--- config.mk ---
export PLATFORM = sky130hd
export DESIGN_NAME = bfm_apb_master_arbiter
export DESIGN_NICKNAME = d
export VERILOG_FILES = /design/src/rtl/bfm_apb_master_arbiter.sv
export SDC_FILE = /design/constraint.sdc
export NUM_CORES = 1
export LEC_CHECK = 0
export ABC_AREA = 1
export CAP_MARGIN = 5
export CORE_AREA = 2 2 131 133
export CTS_CLUSTER_SIZE = 20
export DETAILED_ROUTE_END_ITERATION = 10
export DIE_AREA = 0 0 133 135
export GPL_ROUTABILITY_DRIVEN = 0
export PLACE_DENSITY = 0.74
export SLEW_MARGIN = 20
export SYNTH_ARGS = -nofsm -noshare
export SYNTH_HDL_FRONTEND = slang
export SYNTH_SLANG_ARGS = --single-unit
--- constraint.sdc ---
create_clock -name PCLK_PM -period 1.6 [get_ports PCLK_PM]
set_input_delay 0.24 -clock PCLK_PM [delete_from_list [all_inputs] [get_ports PCLK_PM]]
set_output_delay 0.24 -clock PCLK_PM [all_outputs]
set_load 0.005 [all_outputs]
--- src/rtl/bfm_apb_master_arbiter.sv ---
// Round-robin arbiter that replays one requester's APB transfer at a time on the
// bridge master port, with a watchdog that aborts transfers the bridge never completes.
module bfm_apb_master_arbiter #(
  parameter int unsigned NREQ    = 2,
  parameter logic [15:0] TIMEOUT = 16'd1024
) (
  input  logic                 PCLK_PM,
  input  logic                 PRESETN_PM,
  input  logic [NREQ-1:0]      REQ_PSEL,
  input  logic [NREQ-1:0]      REQ_PENABLE,
  input  logic [NREQ-1:0]      REQ_PWRITE,
  input  logic [32*NREQ-1:0]   REQ_PADDR,
  input  logic [32*NREQ-1:0]   REQ_PWDATA,
  output logic [31:0]          REQ_PRDATA,
  output logic [NREQ-1:0]      REQ_PREADY,
  output logic [NREQ-1:0]      REQ_PSLVERR,
  output logic [31:0]          PADDR_PM,
  output logic                 PWRITE_PM,
  output logic                 PENABLE_PM,
  output logic [31:0]          PWDATA_PM,
  input  logic [31:0]          PRDATA_PM,
  input  logic                 PREADY_PM,
  input  logic                 PSLVERR_PM,
  output logic [NREQ-1:0]      GRANT,
  output logic                 TIMEOUT_ERR
);

  localparam int unsigned DW = 32;
  localparam int unsigned IW = (NREQ > 2) ? 2 : 1;
  localparam int unsigned CW = 16;

  typedef enum logic [2:0] {IDLE, SETUP, ACCESS, DONE, ABORT} state_t;

  state_t          state;
  logic [IW-1:0]   last_grant;
  logic [IW-1:0]   gnt_idx;
  logic [IW-1:0]   pick_idx;
  logic [IW-1:0]   cand;
  logic            pick_valid;
  logic [CW-1:0]   wd_cnt;
  logic [DW-1:0]   addr_a  [NREQ];
  logic [DW-1:0]   wdata_a [NREQ];
  logic            unused_penable;

  // Requester enables carry no information for arbitration.
  assign unused_penable = ^REQ_PENABLE;

  always_comb begin
    for (int i = 0; i < NREQ; i++) begin
      addr_a[i]  = REQ_PADDR[DW*i +: DW];
      wdata_a[i] = REQ_PWDATA[DW*i +: DW];
    end
  end

  // First pending requester after the previous owner, wrapping.
  always_comb begin
    pick_valid = 1'b0;
    pick_idx   = '0;
    cand       = '0;
    for (int unsigned k = 1; k <= NREQ; k++) begin
      cand = IW'((32'(last_grant) + k) % NREQ);
      if (!pick_valid && REQ_PSEL[cand]) begin
        pick_valid = 1'b1;
        pick_idx   = cand;
      end
    end
  end

  always_ff @(posedge PCLK_PM or negedge PRESETN_PM) begin
    if (!PRESETN_PM) begin
      state       <= IDLE;
      last_grant  <= IW'(NREQ - 1);
      gnt_idx     <= '0;
      wd_cnt      <= '0;
      REQ_PRDATA  <= '0;
      REQ_PREADY  <= '0;
      REQ_PSLVERR <= '0;
      PADDR_PM    <= '0;
      PWRITE_PM   <= 1'b0;
      PENABLE_PM  <= 1'b0;
      PWDATA_PM   <= '0;
      GRANT       <= '0;
      TIMEOUT_ERR <= 1'b0;
    end else begin
      REQ_PREADY  <= '0;
      REQ_PSLVERR <= '0;
      TIMEOUT_ERR <= 1'b0;
      case (state)
        IDLE: begin
          if (pick_valid) begin
            PADDR_PM  <= addr_a[pick_idx];
            PWDATA_PM <= wdata_a[pick_idx];
            PWRITE_PM <= REQ_PWRITE[pick_idx];
            GRANT     <= NREQ'(1) << pick_idx;
            gnt_idx   <= pick_idx;
            state     <= SETUP;
          end
        end
        SETUP: begin
          PENABLE_PM <= 1'b1;
          wd_cnt     <= '0;
          state      <= ACCESS;
        end
        ACCESS: begin
          if (PREADY_PM) begin
            REQ_PRDATA  <= PRDATA_PM;
            REQ_PREADY  <= GRANT;
            REQ_PSLVERR <= PSLVERR_PM ? GRANT : '0;
            PENABLE_PM  <= 1'b0;
            PADDR_PM    <= '0;
            PWDATA_PM   <= '0;
            PWRITE_PM   <= 1'b0;
            GRANT       <= '0;
            state       <= DONE;
          end else if (TIMEOUT != 16'd0 && wd_cnt == TIMEOUT - 16'd1) begin
            REQ_PRDATA  <= '0;
            REQ_PREADY  <= GRANT;
            REQ_PSLVERR <= GRANT;
            TIMEOUT_ERR <= 1'b1;
            PENABLE_PM  <= 1'b0;
            PADDR_PM    <= '0;
            PWDATA_PM   <= '0;
            PWRITE_PM   <= 1'b0;
            GRANT       <= '0;
            state       <= ABORT;
          end else if (wd_cnt != '1) begin
            wd_cnt <= wd_cnt + 16'd1;
          end
        end
        DONE: begin
          last_grant <= gnt_idx;
          state      <= IDLE;
        end
        ABORT: begin
          // Swallow the stuck bridge's late completion before granting again.
          last_grant <= gnt_idx;
          if (PREADY_PM) state <= IDLE;
        end
        default: state <= IDLE;
      endcase
    end
  end

endmodule

==> Word level (Yosys, flattened, before mapping) <==
Cells that the tools add are included.
{ "op_classes": {"n_addsub": 3, "order_cmp": 4, "n_eq_ne": 12, "n_shift": 1, "mux": 50, "bitwise": 1, "n_reduce_logical": 13} }
{ "op_table": {"columns": ["op", "n"], "rows": [
  ["two-way mux 32 bit", 11],
  ["case mux 32 bit (2 select lines)", 2],
  ["two-way mux 16 bit", 3],
  ["case mux 16 bit (2 select lines)", 1],
  ["two-way mux 2 bit", 9],
  ["adder 16 x 1 -> 16 bit (second input constant)", 1],
  ["equality test 16 x 10 -> 1 bit (second input constant)", 1],
  ["two-way mux 1 bit", 16],
  ["inequality test 16 bit (second input constant)", 1],
  ["two-way mux 3 bit", 4],
  ["case mux 3 bit (4 select lines)", 1],
  ["inequality test 2 bit (second input constant)", 5],
  ["equality test 3 x 2 -> 1 bit (second input constant)", 2],
  ["< comparator 1 x 2 -> 1 bit (second input constant)", 3],
  ["AND reduction 2 bit", 3],
  ["AND reduction 3 bit", 2],
  ["nonzero test 2 bit", 3],
  ["case mux 1 bit (2 select lines)", 2],
  ["case mux 2 bit (2 select lines)", 1],
  ["AND reduction 4 bit", 1],
  ["equality test 3 x 1 -> 1 bit (second input constant)", 1],
  ["equality test 3 bit (second input constant)", 1],
  ["logical NOT 3 bit", 1],
  ["inequality test 3 bit (second input constant)", 1],
  ["other kinds (7)", 8]
]} }
{ "word_totals": {"reg_bits": 126, "inputBits": 170, "output_inout_bits": 105, "elab_cells": 97} }

==> Logic depth before layout (Yosys ltp) <==
{ "logic_depth": {"depth_word": 13, "ltp_mapped": 12, "depth_no_buf": 10} }

==> Worst setup path before layout <==
Ideal clock, no wire load.
{ "synth_path": {"path_type": "register to register", "startpoint": "register wd_cnt[0]", "endpoint": "register PADDR_PM[16]", "setup_time_ns": 0.117, "t_arrival_ns": 1.498, "t_required_ns": 1.483, "setup_slack_ns": -0.014, "stages_incl_launch_ff": 13, "n_path_buf": 2, "period_less_slack_ns": 1.614, "cell_sequence": "dfrtp_1 ha_1 nand2_1 inv_2 nand2_1 nor2_4 nand2_2 nand3_2 nand2_2 buf_6 buf_4 nand2_1 nand2_1"} }
{ "synth_between": {"elab_chain_cells": 3} }
{ "synth_rtl": {"columns": ["item", "line", "rtl"], "rows": [
  ["start, declared", "40", "logic [CW-1:0] wd_cnt;"],
  ["start signal, assigned", "127", "wd_cnt <= wd_cnt + 16'd1;"],
  ["equality test 16 x 10 -> 1 bit", "115", "end else if (TIMEOUT != 16'd0 && wd_cnt == TIMEOUT - 16'd1) begin"],
  ["inequality test 3 bit (no line)", null, null],
  ["AND reduction 3 bit (no line)", null, null],
  ["end signal, assigned", "91", "PADDR_PM <= addr_a[pick_idx];"],
  ["end, declared", "17", "output logic [31:0] PADDR_PM,"]
]} }
Every way passes these cells.
A chain may end at the register's enable or synchronous reset.

==> Worst setup path in the final report <==
{ "layout_path": {"startpoint": "register wd_cnt[1]", "endpoint": "register REQ_PRDATA[15]"} }
{ "layout_between": {"elab_chain_cells": 3} }
{ "layout_rtl": {"columns": ["item", "line", "rtl"], "rows": [
  ["equality test 16 x 10 -> 1 bit", "115", null],
  ["nonzero test 2 bit (no line)", null, null],
  ["AND reduction 2 bit (no line)", null, null],
  ["end signal, assigned", "75", "REQ_PRDATA <= '0;"],
  ["end signal, assigned", "106", "REQ_PRDATA <= PRDATA_PM;"],
  ["end signal, assigned", "116", "REQ_PRDATA <= '0;"],
  ["end, declared", "14", "output logic [31:0] REQ_PRDATA,"]
]} }
Every way passes these cells.

==> results.txt <==
Pleak - 5.80 nW
Initial antenna violation count - 0
Drt pass-1 iters - 6
FF-to-FF Start - wd_cnt[1]
WP data required - 1.90 ns
Routed Antenna Nets - 0
Distinct cells, synth - 27
DPL Wire Length - 15100 microns
Starting Density - 38.7%
H-tree depth - 4
Net Count, Synth - 1060
Register area share after synthesis - 49.7%
Tcrit/Tclk final - 107%
Power Dens Cells - 1720 nW/um^2
Port Buffers - 272
Mapped Area - 6350 sq um
CP Capture Type - flop
Util after Layout - 68.4%
Syn. warnings - 0
Core ar. - 16400 sq um
Antenna cells - 0
Worst-path clk slew - 0.06 ns
WL per Instance - 16.1 microns
Via count - 7011
Final setup margin - -0.109 ns
Status - finished, violations left
Die H - 135 microns
Max VDD drop - 0.970 mV
Max Root-Sink Buffers - 2
Clock latency on the worst-skew pair - 0.41 ns
Final setup fails - 117
Startpoint Class - flop
Largest net degree at the start of global routing - 47
Row count - 47
Ys flop type - dfrtp_1
Reg2Reg Depth - 12
RSZ-0062 raised after global routing - true
# DRC - 0
Mapped Cells - 889
Vias/cell - 4.81
Reg2reg end - REQ_PRDATA[15]
Synth area leaders - dfrtp_1 (49%), nand2_1 (31%), nand3_1 (6.2%)
Period minus WS final - 1.71 ns
Synth area leader - dfrtp_1
Post-synth ARST share - 100%
CTS Root Buffer Type - clkbuf_16
Io pins - 275
Critical Path Fanout Max - 6
Die ar. - 18000 sq um
Clock Skew - 0.00951 ns
FMAX - 585 MHz
Register bit total from synthesis - 126
Synth top area share - 49.3%
Top cells by count, synth - nand2_1 (531), dfrtp_1 (125), nand3_1 (79)
Worst Tran Pin Value - 0.409 ns
Layout cells sized above 1 - 17.5%
Number of synthesized flops with an enable pin - 0
CP Data Arrival Time - 2.01 ns
Overall Global Routing Usage - 24.5%
Global-route wire length before repair - 34400 microns
Hold crit path type - in2async
Failing checks - negative setup slack
Layout Nets - 1395
Relative slew slack - 72.7%
Die Width - 133 microns
Max cap viols - 0
TritonCTS buffer count - 17
Final hold violations - 0
TNS Setup - -7.23 ns
Flop2flop setup slack - -0.11 ns
Vias in the first global route - 6789
Most frequent cell after synthesis - nand2_1
CTS sink count - 126
GRT overflow - 0
Critical path type - reg2reg
Fillers - 1306
Drt total wl - 23500 microns
Area Growth Syn to Fin - 76.7%
Synth Area per Inst - 7.14 sq um
CTS tree - done
Final Max Slew Viols - 0
DR iter-0 viols - 399
-- final cells by class --
class | count | area, sq um | share of cell area (%)
clock buffers | 21 | 450 | 4.02
inverters | 31 | 124 | 1.10
well taps | 220 | 275 | 2.45
repair buffers | 361 | 3910 | 34.9
flip-flops and latches | 126 | 3160 | 28.2
clock inverters | 11 | 91.3 | 0.814
multi-input cells | 687 | 3210 | 28.6
-- state kept, by name, indices dropped and copies added (netlist names) --
| register | flops |
|---|---|
| PENABLE_PM | 1 |
| REQ_PRDATA | 32 |
| GRANT | 2 |
| PADDR_PM | 32 |
| PWRITE_PM | 1 |
| TIMEOUT_ERR | 1 |
| gnt_idx | 1 |
| wd_cnt | 16 |
| REQ_PREADY | 2 |
| PWDATA_PM | 32 |
| last_grant | 1 |
| state | 3 |
| REQ_PSLVERR | 2 |
-- power by group --
part	total (W)	internal, W	switching, W
logic	0.0105	0.00534	0.00515
clock network	0.00357	0.00216	0.00140
registers	0.00526	0.00444	0.000820
-- what timing repair did --
item	in CTS	in global routing
endpoints found under the setup margin	118	124
hold buffers	1	0
buffers inserted	7	4
gates resized for setup	27	126
cloned	5	11
hold endpoints to repair	20	0
pin swaps	1	21
-- stage by stage --
step                      area, sq um  setup slack [ns]  power, W  hold slack (ns)  instances
after floorplan                  6350            0.0315   0.00922          -0.0556        889
after global placement           9690            -0.147    0.0135            0.194       1398
after detailed placement         9690            -0.177    0.0137            0.192       1398
after CTS                       10500           -0.0561    0.0180            0.301       1443
after global routing            11200            -0.186    0.0206            0.326       1457
final                           11200            -0.109    0.0193            0.305       1457
-- worst max-delay path, cell delays in order, from the launching register on --
cell and delay, ns:
dfrtp_1 0.40, ha_4 0.16, nand2_2 0.06, inv_2 0.08, nand2_4 0.05, nor2_4 0.14
nand2_2 0.10, buf_6 0.13, nand2_4 0.08, nand2_8 0.10, buf_12 0.17, nand2_2 0.07
nand2_2 0.05
-- kinds of logic (layout without fill, tap and decap cells) --
| group | count (synthesis) | in the layout | synth area share [%] |
|---|---|---|---|
| and+or+nand+nor | 674 | 674 | 42.6 |
| adders and majority gates | 1 | 1 | 0.197 |
| AOI/OAI and AO/OA | 12 | 12 | 1.02 |
| buffers and inverters | 76 | 424 | 6.52 |
| DFF | 126 | 126 | 49.7 |
-- cell usage in the layout (no fill, tap or decap), types with 3 or more instances in the layout --
cell,netlist,layout
a21oi_1,6,6
buf_12,0,15
buf_16,0,5
buf_4,13,51
buf_6,8,8
clkbuf_1,8,3
clkbuf_16,0,26
clkdlybuf4s50_1,0,252
clkinv_2,0,6
clkinvlp_4,0,3
dfrtp_1,125,122
dfrtp_2,0,3
dlygate4sd2_1,0,3
dlymetal6s2s_1,0,16
inv_1,24,24
inv_2,6,4
nand2_1,531,474
nand2_2,3,40
nand2_4,0,18
nand3_1,79,66
nand3_2,1,10
nand3_4,1,5
nand4_1,7,7
nor2_1,43,38
nor2_2,2,3
nor2_4,1,5
o21ai_1,0,3
-- worst max path at each step --
stage / startpoint / end / slack (ns) / cells past startpoint
CTS: wd_cnt[0] / PWDATA_PM[23] / -0.06 / 12
finish: wd_cnt[1] / REQ_PRDATA[15] / -0.11 / 12
floorplan: wd_cnt[0] / PWDATA_PM[10] / 0.03 / 11
global placement: REQ_PSEL[1] / PWDATA_PM[13] / -0.15 / 9
detailed placement: REQ_PSEL[0] / PADDR_PM[13] / -0.18 / 10
global route: wd_cnt[1] / PADDR_PM[29] / -0.19 / 11
-- layer usage --
metal	wire length (microns)	global-route usage (%)	share of wire [%]	vias up
met4	615	8.36	2.6	0
met5	0	0	0	-
li1	-	-	-	3425
met1	9450	29.2	40	3256
met3	1740	6.79	7.4	57
met2	11700	42.8	50	273
(Power assumes the default switching activity.)
